$ cat src/rtl/rat_pkg.sv
// Shared types for the RAT MCU flag unit: branch-condition codes, ack-state FSM encoding
// and the C/Z flag pair.
package rat_pkg;

  localparam int unsigned BR_W = 3;

  typedef enum logic [BR_W-1:0] {
    BR_ALWAYS = 3'd0,
    BR_CS     = 3'd1,
    BR_CC     = 3'd2,
    BR_EQ     = 3'd3,
    BR_NE     = 3'd4
  } br_cond_t;

  typedef enum logic {
    ACK_IDLE  = 1'b0,
    ACK_ACKED = 1'b1
  } ack_state_t;

  typedef struct packed {
    logic c;
    logic z;
  } flags_t;

  // Codes 101-111 fall through to "never taken".
  function automatic logic br_eval(logic [BR_W-1:0] cond, flags_t f);
    case (cond)
      BR_ALWAYS: return 1'b1;
      BR_CS:     return f.c;
      BR_CC:     return ~f.c;
      BR_EQ:     return f.z;
      BR_NE:     return ~f.z;
      default:   return 1'b0;
    endcase
  endfunction

endpackage

$ cat src/rtl/rat_flag_unit_if.sv
// Flag/branch interface between the ALU + control unit (master) and the flag unit (slave).
interface rat_flag_unit_if;
  import rat_pkg::*;

  logic            c_in;
  logic            z_in;
  logic            flg_c_ld;
  logic            flg_c_set;
  logic            flg_c_clr;
  logic            flg_z_ld;
  logic            flg_shad_ld;
  logic            flg_ld_sel;
  logic            i_set;
  logic            i_clr;
  logic            intr;
  logic            int_ack;
  logic [BR_W-1:0] br_cond;

  logic            c_flag;
  logic            z_flag;
  logic            i_flag;
  logic            int_pend;
  logic            br_take;

  modport master (
    output c_in, z_in, flg_c_ld, flg_c_set, flg_c_clr, flg_z_ld, flg_shad_ld,
           flg_ld_sel, i_set, i_clr, intr, int_ack, br_cond,
    input  c_flag, z_flag, i_flag, int_pend, br_take
  );

  modport slave (
    input  c_in, z_in, flg_c_ld, flg_c_set, flg_c_clr, flg_z_ld, flg_shad_ld,
           flg_ld_sel, i_set, i_clr, intr, int_ack, br_cond,
    output c_flag, z_flag, i_flag, int_pend, br_take
  );

endinterface

$ cat src/rtl/rat_intr_sync.sv
// External interrupt request conditioning: optional 2-FF synchronizer followed by a
// rising-edge detector. rise_c is a one-cycle pulse per 0->1 transition.
module rat_intr_sync #(
  parameter bit SYNC_INTR = 1'b1
) (
  input  logic clk,
  input  logic rst_n,
  input  logic intr,
  output logic rise_c
);

  generate
    if (SYNC_INTR) begin : g_sync
      // sh[1:0] is the synchronizer, sh[2] the edge-detect history.
      logic [2:0] sh_q;

      always_ff @(posedge clk or negedge rst_n) begin
        if (!rst_n) sh_q <= '0;
        else        sh_q <= {sh_q[1:0], intr};
      end

      assign rise_c = sh_q[1] & ~sh_q[2];
    end else begin : g_bypass
      logic prev_q;

      always_ff @(posedge clk or negedge rst_n) begin
        if (!rst_n) prev_q <= 1'b0;
        else        prev_q <= intr;
      end

      assign rise_c = intr & ~prev_q;
    end
  endgenerate

endmodule

$ cat src/rtl/rat_flag_unit.sv
// RAT MCU flag unit: C/Z flags with shadow save/restore, interrupt enable, latched
// interrupt request and branch-condition evaluation.
module rat_flag_unit
  import rat_pkg::*;
#(
  parameter bit SYNC_INTR = 1'b1
) (
  input logic            clk,
  input logic            rst_n,
  rat_flag_unit_if.slave fl
);

  flags_t     flg_q, flg_d;
  flags_t     shad_q, shad_d;
  logic       i_q, i_d;
  logic       pend_q, pend_d;
  ack_state_t ack_q, ack_d;
  logic       rise_c;
  logic       restore_c;

  rat_intr_sync #(.SYNC_INTR(SYNC_INTR)) u_sync (
    .clk    (clk),
    .rst_n  (rst_n),
    .intr   (fl.intr),
    .rise_c (rise_c)
  );

  always_ff @(posedge clk or negedge rst_n) begin
    if (!rst_n) begin
      flg_q  <= '0;
      shad_q <= '0;
      i_q    <= 1'b0;
      pend_q <= 1'b0;
      ack_q  <= ACK_IDLE;
    end else begin
      flg_q  <= flg_d;
      shad_q <= shad_d;
      i_q    <= i_d;
      pend_q <= pend_d;
      ack_q  <= ack_d;
    end
  end

  // Next-state: every update reads pre-edge values, so save+restore in one cycle swaps.
  always_comb begin
    ack_d     = ack_q;
    flg_d     = flg_q;
    shad_d    = shad_q;
    i_d       = i_q;
    pend_d    = pend_q;
    restore_c = fl.flg_ld_sel & (fl.flg_c_ld | fl.flg_z_ld);

    case (ack_q)
      ACK_IDLE:  if (fl.int_ack) ack_d = ACK_ACKED;
      ACK_ACKED: if (restore_c)  ack_d = ACK_IDLE;
      default:   ack_d = ACK_IDLE;
    endcase

    // A nested ack must not overwrite the context saved by the first one.
    if (fl.flg_shad_ld || (fl.int_ack && (ack_q == ACK_IDLE))) shad_d = flg_q;

    if (fl.flg_c_clr)      flg_d.c = 1'b0;
    else if (fl.flg_c_set) flg_d.c = 1'b1;
    else if (fl.int_ack)   flg_d.c = flg_q.c;
    else if (fl.flg_c_ld)  flg_d.c = fl.flg_ld_sel ? shad_q.c : fl.c_in;

    if (!fl.int_ack && fl.flg_z_ld) flg_d.z = fl.flg_ld_sel ? shad_q.z : fl.z_in;

    if (fl.int_ack)    i_d = 1'b0;
    else if (fl.i_clr) i_d = 1'b0;
    else if (fl.i_set) i_d = 1'b1;

    // A fresh edge on the ack cycle wins over the clear.
    pend_d = rise_c | (pend_q & ~fl.int_ack);
  end

  assign fl.c_flag   = flg_q.c;
  assign fl.z_flag   = flg_q.z;
  assign fl.i_flag   = i_q;
  assign fl.int_pend = i_q & pend_q;
  assign fl.br_take  = br_eval(fl.br_cond, flg_q);

endmodule

$ cat src/flat_wrapper.sv
// flat-port wrapper written by rule: the top's interface ports become plain ports
module rat_flag_unit_flat import rat_pkg::*;
#(
  parameter bit SYNC_INTR = 1'b1
)
  (clk, rst_n, fl_c_in, fl_z_in, fl_flg_c_ld, fl_flg_c_set, fl_flg_c_clr, fl_flg_z_ld, fl_flg_shad_ld, fl_flg_ld_sel, fl_i_set, fl_i_clr, fl_intr, fl_int_ack, fl_br_cond, fl_c_flag, fl_z_flag, fl_i_flag, fl_int_pend, fl_br_take);
  rat_flag_unit_if fl_i ();
  input logic clk;
  input logic rst_n;
  input wire logic [$bits(fl_i.c_in)-1:0] fl_c_in;
  input wire logic [$bits(fl_i.z_in)-1:0] fl_z_in;
  input wire logic [$bits(fl_i.flg_c_ld)-1:0] fl_flg_c_ld;
  input wire logic [$bits(fl_i.flg_c_set)-1:0] fl_flg_c_set;
  input wire logic [$bits(fl_i.flg_c_clr)-1:0] fl_flg_c_clr;
  input wire logic [$bits(fl_i.flg_z_ld)-1:0] fl_flg_z_ld;
  input wire logic [$bits(fl_i.flg_shad_ld)-1:0] fl_flg_shad_ld;
  input wire logic [$bits(fl_i.flg_ld_sel)-1:0] fl_flg_ld_sel;
  input wire logic [$bits(fl_i.i_set)-1:0] fl_i_set;
  input wire logic [$bits(fl_i.i_clr)-1:0] fl_i_clr;
  input wire logic [$bits(fl_i.intr)-1:0] fl_intr;
  input wire logic [$bits(fl_i.int_ack)-1:0] fl_int_ack;
  input wire logic [$bits(fl_i.br_cond)-1:0] fl_br_cond;
  output wire logic [$bits(fl_i.c_flag)-1:0] fl_c_flag;
  output wire logic [$bits(fl_i.z_flag)-1:0] fl_z_flag;
  output wire logic [$bits(fl_i.i_flag)-1:0] fl_i_flag;
  output wire logic [$bits(fl_i.int_pend)-1:0] fl_int_pend;
  output wire logic [$bits(fl_i.br_take)-1:0] fl_br_take;
  assign fl_i.c_in = fl_c_in;
  assign fl_i.z_in = fl_z_in;
  assign fl_i.flg_c_ld = fl_flg_c_ld;
  assign fl_i.flg_c_set = fl_flg_c_set;
  assign fl_i.flg_c_clr = fl_flg_c_clr;
  assign fl_i.flg_z_ld = fl_flg_z_ld;
  assign fl_i.flg_shad_ld = fl_flg_shad_ld;
  assign fl_i.flg_ld_sel = fl_flg_ld_sel;
  assign fl_i.i_set = fl_i_set;
  assign fl_i.i_clr = fl_i_clr;
  assign fl_i.intr = fl_intr;
  assign fl_i.int_ack = fl_int_ack;
  assign fl_i.br_cond = fl_br_cond;
  assign fl_c_flag = fl_i.c_flag;
  assign fl_z_flag = fl_i.z_flag;
  assign fl_i_flag = fl_i.i_flag;
  assign fl_int_pend = fl_i.int_pend;
  assign fl_br_take = fl_i.br_take;
  rat_flag_unit #(.SYNC_INTR(SYNC_INTR)) u_core (.clk(clk), .rst_n(rst_n), .fl(fl_i));
endmodule
$ cat config.mk
export PLATFORM = sky130hd
export DESIGN_NAME = rat_flag_unit_flat
export DESIGN_NICKNAME = d
export VERILOG_FILES = /design/src/rtl/rat_pkg.sv /design/src/rtl/rat_flag_unit_if.sv /design/src/rtl/rat_intr_sync.sv /design/src/rtl/rat_flag_unit.sv /design/src/flat_wrapper.sv
export SDC_FILE = /design/constraint.sdc
export NUM_CORES = 1
export LEC_CHECK = 0
export BUFFER_PORTS_ARGS = -buffer_cell sky130_fd_sc_hd__buf_2
export CAP_MARGIN = 20
export CORE_AREA = 2 2 39 41
export DETAILED_ROUTE_END_ITERATION = 8
export DIE_AREA = 0 0 41 43
export SLEW_MARGIN = 20
export SYNTH_ARGS = -nofsm -noshare
export SYNTH_HDL_FRONTEND = slang
export SYNTH_SLANG_ARGS = --single-unit
$ cat constraint.sdc
create_clock -name clk -period 2.1 [get_ports clk]
set_input_delay 0.42 -clock clk [delete_from_list [all_inputs] [get_ports clk]]
set_output_delay 0.42 -clock clk [all_outputs]
set_load 0.02 [all_outputs]
; Yosys cells after proc, flatten, opt, wreduce, memory -nomap -nowiden
; Cells that the tools add are included.
[op_classes]
addsub = 0
mul = 0
n_div = 0
n_lt_le_gt_ge = 0
n_eq_ne = 5
n_shift = 0
mux = 13
bitwise_logic = 11
reduce_logical = 8
[op_table]
columns = op, count
row1 = 1-bit 2-to-1 mux, 11
row2 = 3-bit by 2-bit == test with 1-bit output (second input constant), 2
row3 = 3-bit nonzero test, 2
row4 = 1-bit NOT, 5
row5 = 1-bit one-hot mux with 5 select lines, 1
row6 = 1-bit bitwise AND, 4
row7 = 3-bit by 1-bit == test with 1-bit output (second input constant), 1
row8 = 3-bit == test (second input constant), 1
row9 = 3-bit logical NOT, 1
row10 = 3-bit inequality test (second input constant), 1
row11 = 1-bit logical AND, 2
row12 = 1-bit bitwise OR, 2
row13 = 1-bit one-hot mux with 2 select lines, 1
row14 = 2-bit AND reduction, 1
row15 = 1-bit logical NOT, 1
row16 = 1-bit logical OR, 1
[word_totals]
ff_bits = 10
latch_bits = 0
ram_bits = 0
romBits = 0
inputBits = 17
out_inout_bits = 5
n_memories = 0

; Longest topological paths before layout
[logic_depth]
word_depth = 5
ltp_mapped = 3

; By module
; Synthesis repeated with hierarchy kept, for this count alone.
[hier_totals]
cells_unflattened = 37
hier_area_um2 = 422.9
[by_module_without_submodules]
columns = module, n_inst, cells_each, area_per_inst_um2, seq_area_each_um2
row1 = rat_flag_unit, 1, 33, 334.1, 175.2
row2 = rat_intr_sync, 1, 4, 88.8, 75.1

; Worst setup path after synthesis
; Ideal clock, no wire load.
[synth_timing]
path_kind = register -> output
startpoint = reg u_core.flg_q (netlist bit u_core.fl.z_flag)
endpoint = out fl_br_take
arrival_ps = 1058
setup_slack_ps = 622
path_stages_with_launch = 3
path_buffers = 0
path_cell_list = dfrtp_1 > o22a_1 > o22ai_1
[synth_between]
elab_chain_cells = 2
[synth_rtl]
columns = item, line
row1 = from (decl), rat_flag_unit.sv:13  ; flags_t flg_q, flg_d;
row2 = from (signal assigned), rat_flag_unit.sv:36  ; flg_q <= flg_d;
row3 = 1-bit NOT, rat_pkg.sv:32  ; BR_NE: return ~f.z;
row4 = 1-bit one-hot mux with 5 select lines (*), rat_pkg.sv:27  ; case (cond)
row5 = to (decl), flat_wrapper.sv:27  ; output wire logic [$bits(fl_i.br_take)-1:0] fl_br_take;
; Every way passes the cells marked *; elsewhere a longest branch is shown, timed or not.

; Worst setup path after layout
; Ends and elaborated chain as after synthesis.

==> impl_metrics.yaml <==
setup_path:
  cpMaxStageDelayCell: "dfrtp_1"
  path_cells: "o22a_1, o22ai_1, buf_2"
  critPathKind: "reg2out"
  cp-start-kind: "flip-flop"
  cp.required_ns: 1.68
  arrival_ns: 1.22
  crit_buf_inv: 1
  endpoint_kind: "output pin"
  r2r_slack_ns: 1.06
  crit_family: "flip-flops"
  slowest_delay_ns: 0.42
  critPathMaxFanout: 5
synth:
  netlist_area_sq_um: 415.4
  synth_edf_count: 0
  yosysTopAreaCell: "dfrtp_1"
  synth-xor-area-share_pct: 0
  synth_mux_area_share_pct: 10.24
  synth_flop_cell: "dfrtp_1"
  synth_cell_types: 18
  yosysWarnings: 0
  synth_compound_area_share_pct: 15.66
  syn_inst: 35
  synth_area_leaders: "dfrtp_1, mux2_1, mux2i_1"
  synth.top_cell.area_share_pct: 60.24
  synth-seq-area-share_pct: 60.24
  synthSimpleGateAreaFrac_pct: 10.24
  ys_seq_elements: 10
  netlist_top_cells_count: "dfrtp_1, inv_1"
  synthAdderAreaFrac_pct: 0
  synth_fp_nets: 52
  synthArstFlopShare_pct: 100.0
  synth_area_per_cell_sq_um: 11.87
  synth_top_family_by_area: "compound AO/OA/AOI/OAI gates"
  synth_most_common_cell: "dfrtp_1"
status:
  status: "complete, but fails checks"
  violations: "hold timing"
clocking:
  clkLatencyLatePin_ns: 0.27
  cts_buffer_depth: 2
  cts_resized: 0
  post-cts-setup-buffers: 0
  cts_root_buf: "clkbuf_4"
  cts_max_level: 1
  tritoncts: "done"
  cts_made_buffers: 3
  clkSinkCount: 10
  clk_pin_slew_ns: 0.07
  cts_hold_buf: 0
global_routing:
  grt_first_pass_wirelength_um: 1248
  grt.total_usage_pct: 11.10
  antenna_found_initial: 0
  gr-total-overflow: 0
  grt_pass1_vias: 330
  grt_start_max_net_pins: 11
sta:
  fin_setup_tns_ns: 0
  setup_viol: 0
  timing.fmax_ghz: 0.6097
  slew_violations: 0
  fin_skew_ns: 0.006842
  hold_viol: 4
  rsz0062_at_grt: "no"
  period_minus_slack_ns: 1.640
  hold_ws_ns: -0.008007
  worstMarginPinSlew_ns: 0.2199
  slew_headroom_pct: 85.34
  period_share_pct: 78.10
route:
  wl_um: 786
  drc_errors: 0
  drt_iter0_drc: 3
  wl_per_cell_um: 10.34
  dr_total_vias: 367
  ant_nets: 0
  firstDrtPassIters: 2
  avgViaCountPerCell: 4.829
final_layout:
  drive_gt1_share_pct: 43.33
  nets: 78
  area_delta_synth_final_pct: 38.86
  antenna_cells: 0
die:
  coreArea_sq_um: 1384
  row_count: 14
  die-area_sq_um: 1763
  start_util_pct: 30.02
  ios: 22
  die_width_um: 41
  die_h_um: 43
power_and_ir_drop:
  p_leak_nw: 0.3025
  power_density_nw_per_um2: 834.3
  irDropWorstVdd_mv: 0.5472
placement:
  portBuffers: 21
  gp_routability_congestion: 0.6718
  dp_hpwl_um: 620.6
hold_path:
  min_path_type: "in2async"
job:
  drv_cap: 0
## layer usage
| metal | vias to the layer above | part of all wire, % | track usage (%) |
|---|---|---|---|
| li1 | 175 | - | - |
| met1 | 177 | 46 | 14.14 |
| met2 | 13 | 45 | 14.37 |
| met3 | 2 | 7.5 | 4.712 |
| met4 | 0 | 1.5 | 8.000 |
| met5 | - | 0 | 0 |
## stage by stage
stage | setup WS (ns) | power, mW | instances | area [sq um] | util [%]
floorplan | 0.6224 | 0.2728 | 35 | 415.4 | -
global placement | 0.6628 | 0.3093 | 72 | 540.5 | 39.06
detailed placement | 0.6528 | 0.3110 | 72 | 540.5 | 39.06
CTS | 0.4530 | 0.4867 | 76 | 576.8 | 41.68
global route | 0.4071 | 0.5074 | 76 | 576.8 | 41.68
finish | 0.4599 | 0.4812 | 76 | 576.8 | 41.68
## cells by family (layout without fill, tap and decap cells)
family / after synthesis / in the layout
buf+inv: 4 / 29
simple gates: 8 / 8
mux: 4 / 4
flops: 10 / 10
compound gates: 9 / 9
## final timing paths
path	start	to	depth (start not counted)
worst min register to register	u_core.u_sync.g_sync.sh_q[0]$_DFF_PN0_	u_core.u_sync.g_sync.sh_q[1]$_DFF_PN0_	0
worst max register to register	u_core.ack_q$_DFF_PN0_	u_core.shad_q[0]$_DFFE_PN0P_	3
worst min-delay path	rst_n	u_core.shad_q[1]$_DFFE_PN0P_	1
worst max-delay path	u_core.fl.z_flag$_DFFE_PN0P_	fl_br_take	3
min in group clk	fl_intr	u_core.u_sync.g_sync.sh_q[0]$_DFF_PN0_	1
max in group asynchronous	rst_n	u_core.ack_q$_DFF_PN0_	1
## cells in the final DEF (no fill, tap or decap)
cell      count
a21oi_2       1
a311oi_1      1
a31oi_1       1
and2_1        1
buf_2        21
clkbuf_4      3
clkbuf_8      1
dfrtp_1      10
inv_1         4
mux2_1        2
mux2i_1       2
nand2_1       1
nand2b_1      1
nor2_1        1
nor2b_1       2
nor3_1        2
o211ai_1      1
o21a_1        1
o21ai_1       1
o22a_1        1
o22ai_1       2
## area by class of cell
cell class | count | area [sq um]
Clock buffer | 4 | 36.28
Fill cell | 143 | 807.0
Inverter | 4 | 15.01
Multi-Input combinational cell | 21 | 150.1
Sequential cell | 10 | 250.2
Tap cell | 16 | 20.02
Timing Repair Buffer | 21 | 105.1
## registers in the layout (all words and copies together), names as in the netlist
name                       cells
u_core.u_sync.g_sync.sh_q      3
u_core.shad_q                  2
u_core.ack_q                   1
u_core.fl.c_flag               1
u_core.fl.i_flag               1
u_core.fl.z_flag               1
u_core.pend_q                  1
## power breakdown
group | internal [mW] | switching, mW | leakage, nW
clock network | 0.105 | 0.0696 | 0.0210
logic | 0.0381 | 0.0407 | 0.160
registers | 0.214 | 0.0139 | 0.122
total | 0.357 | 0.124 | 0.302
(Power assumes the default switching activity.)
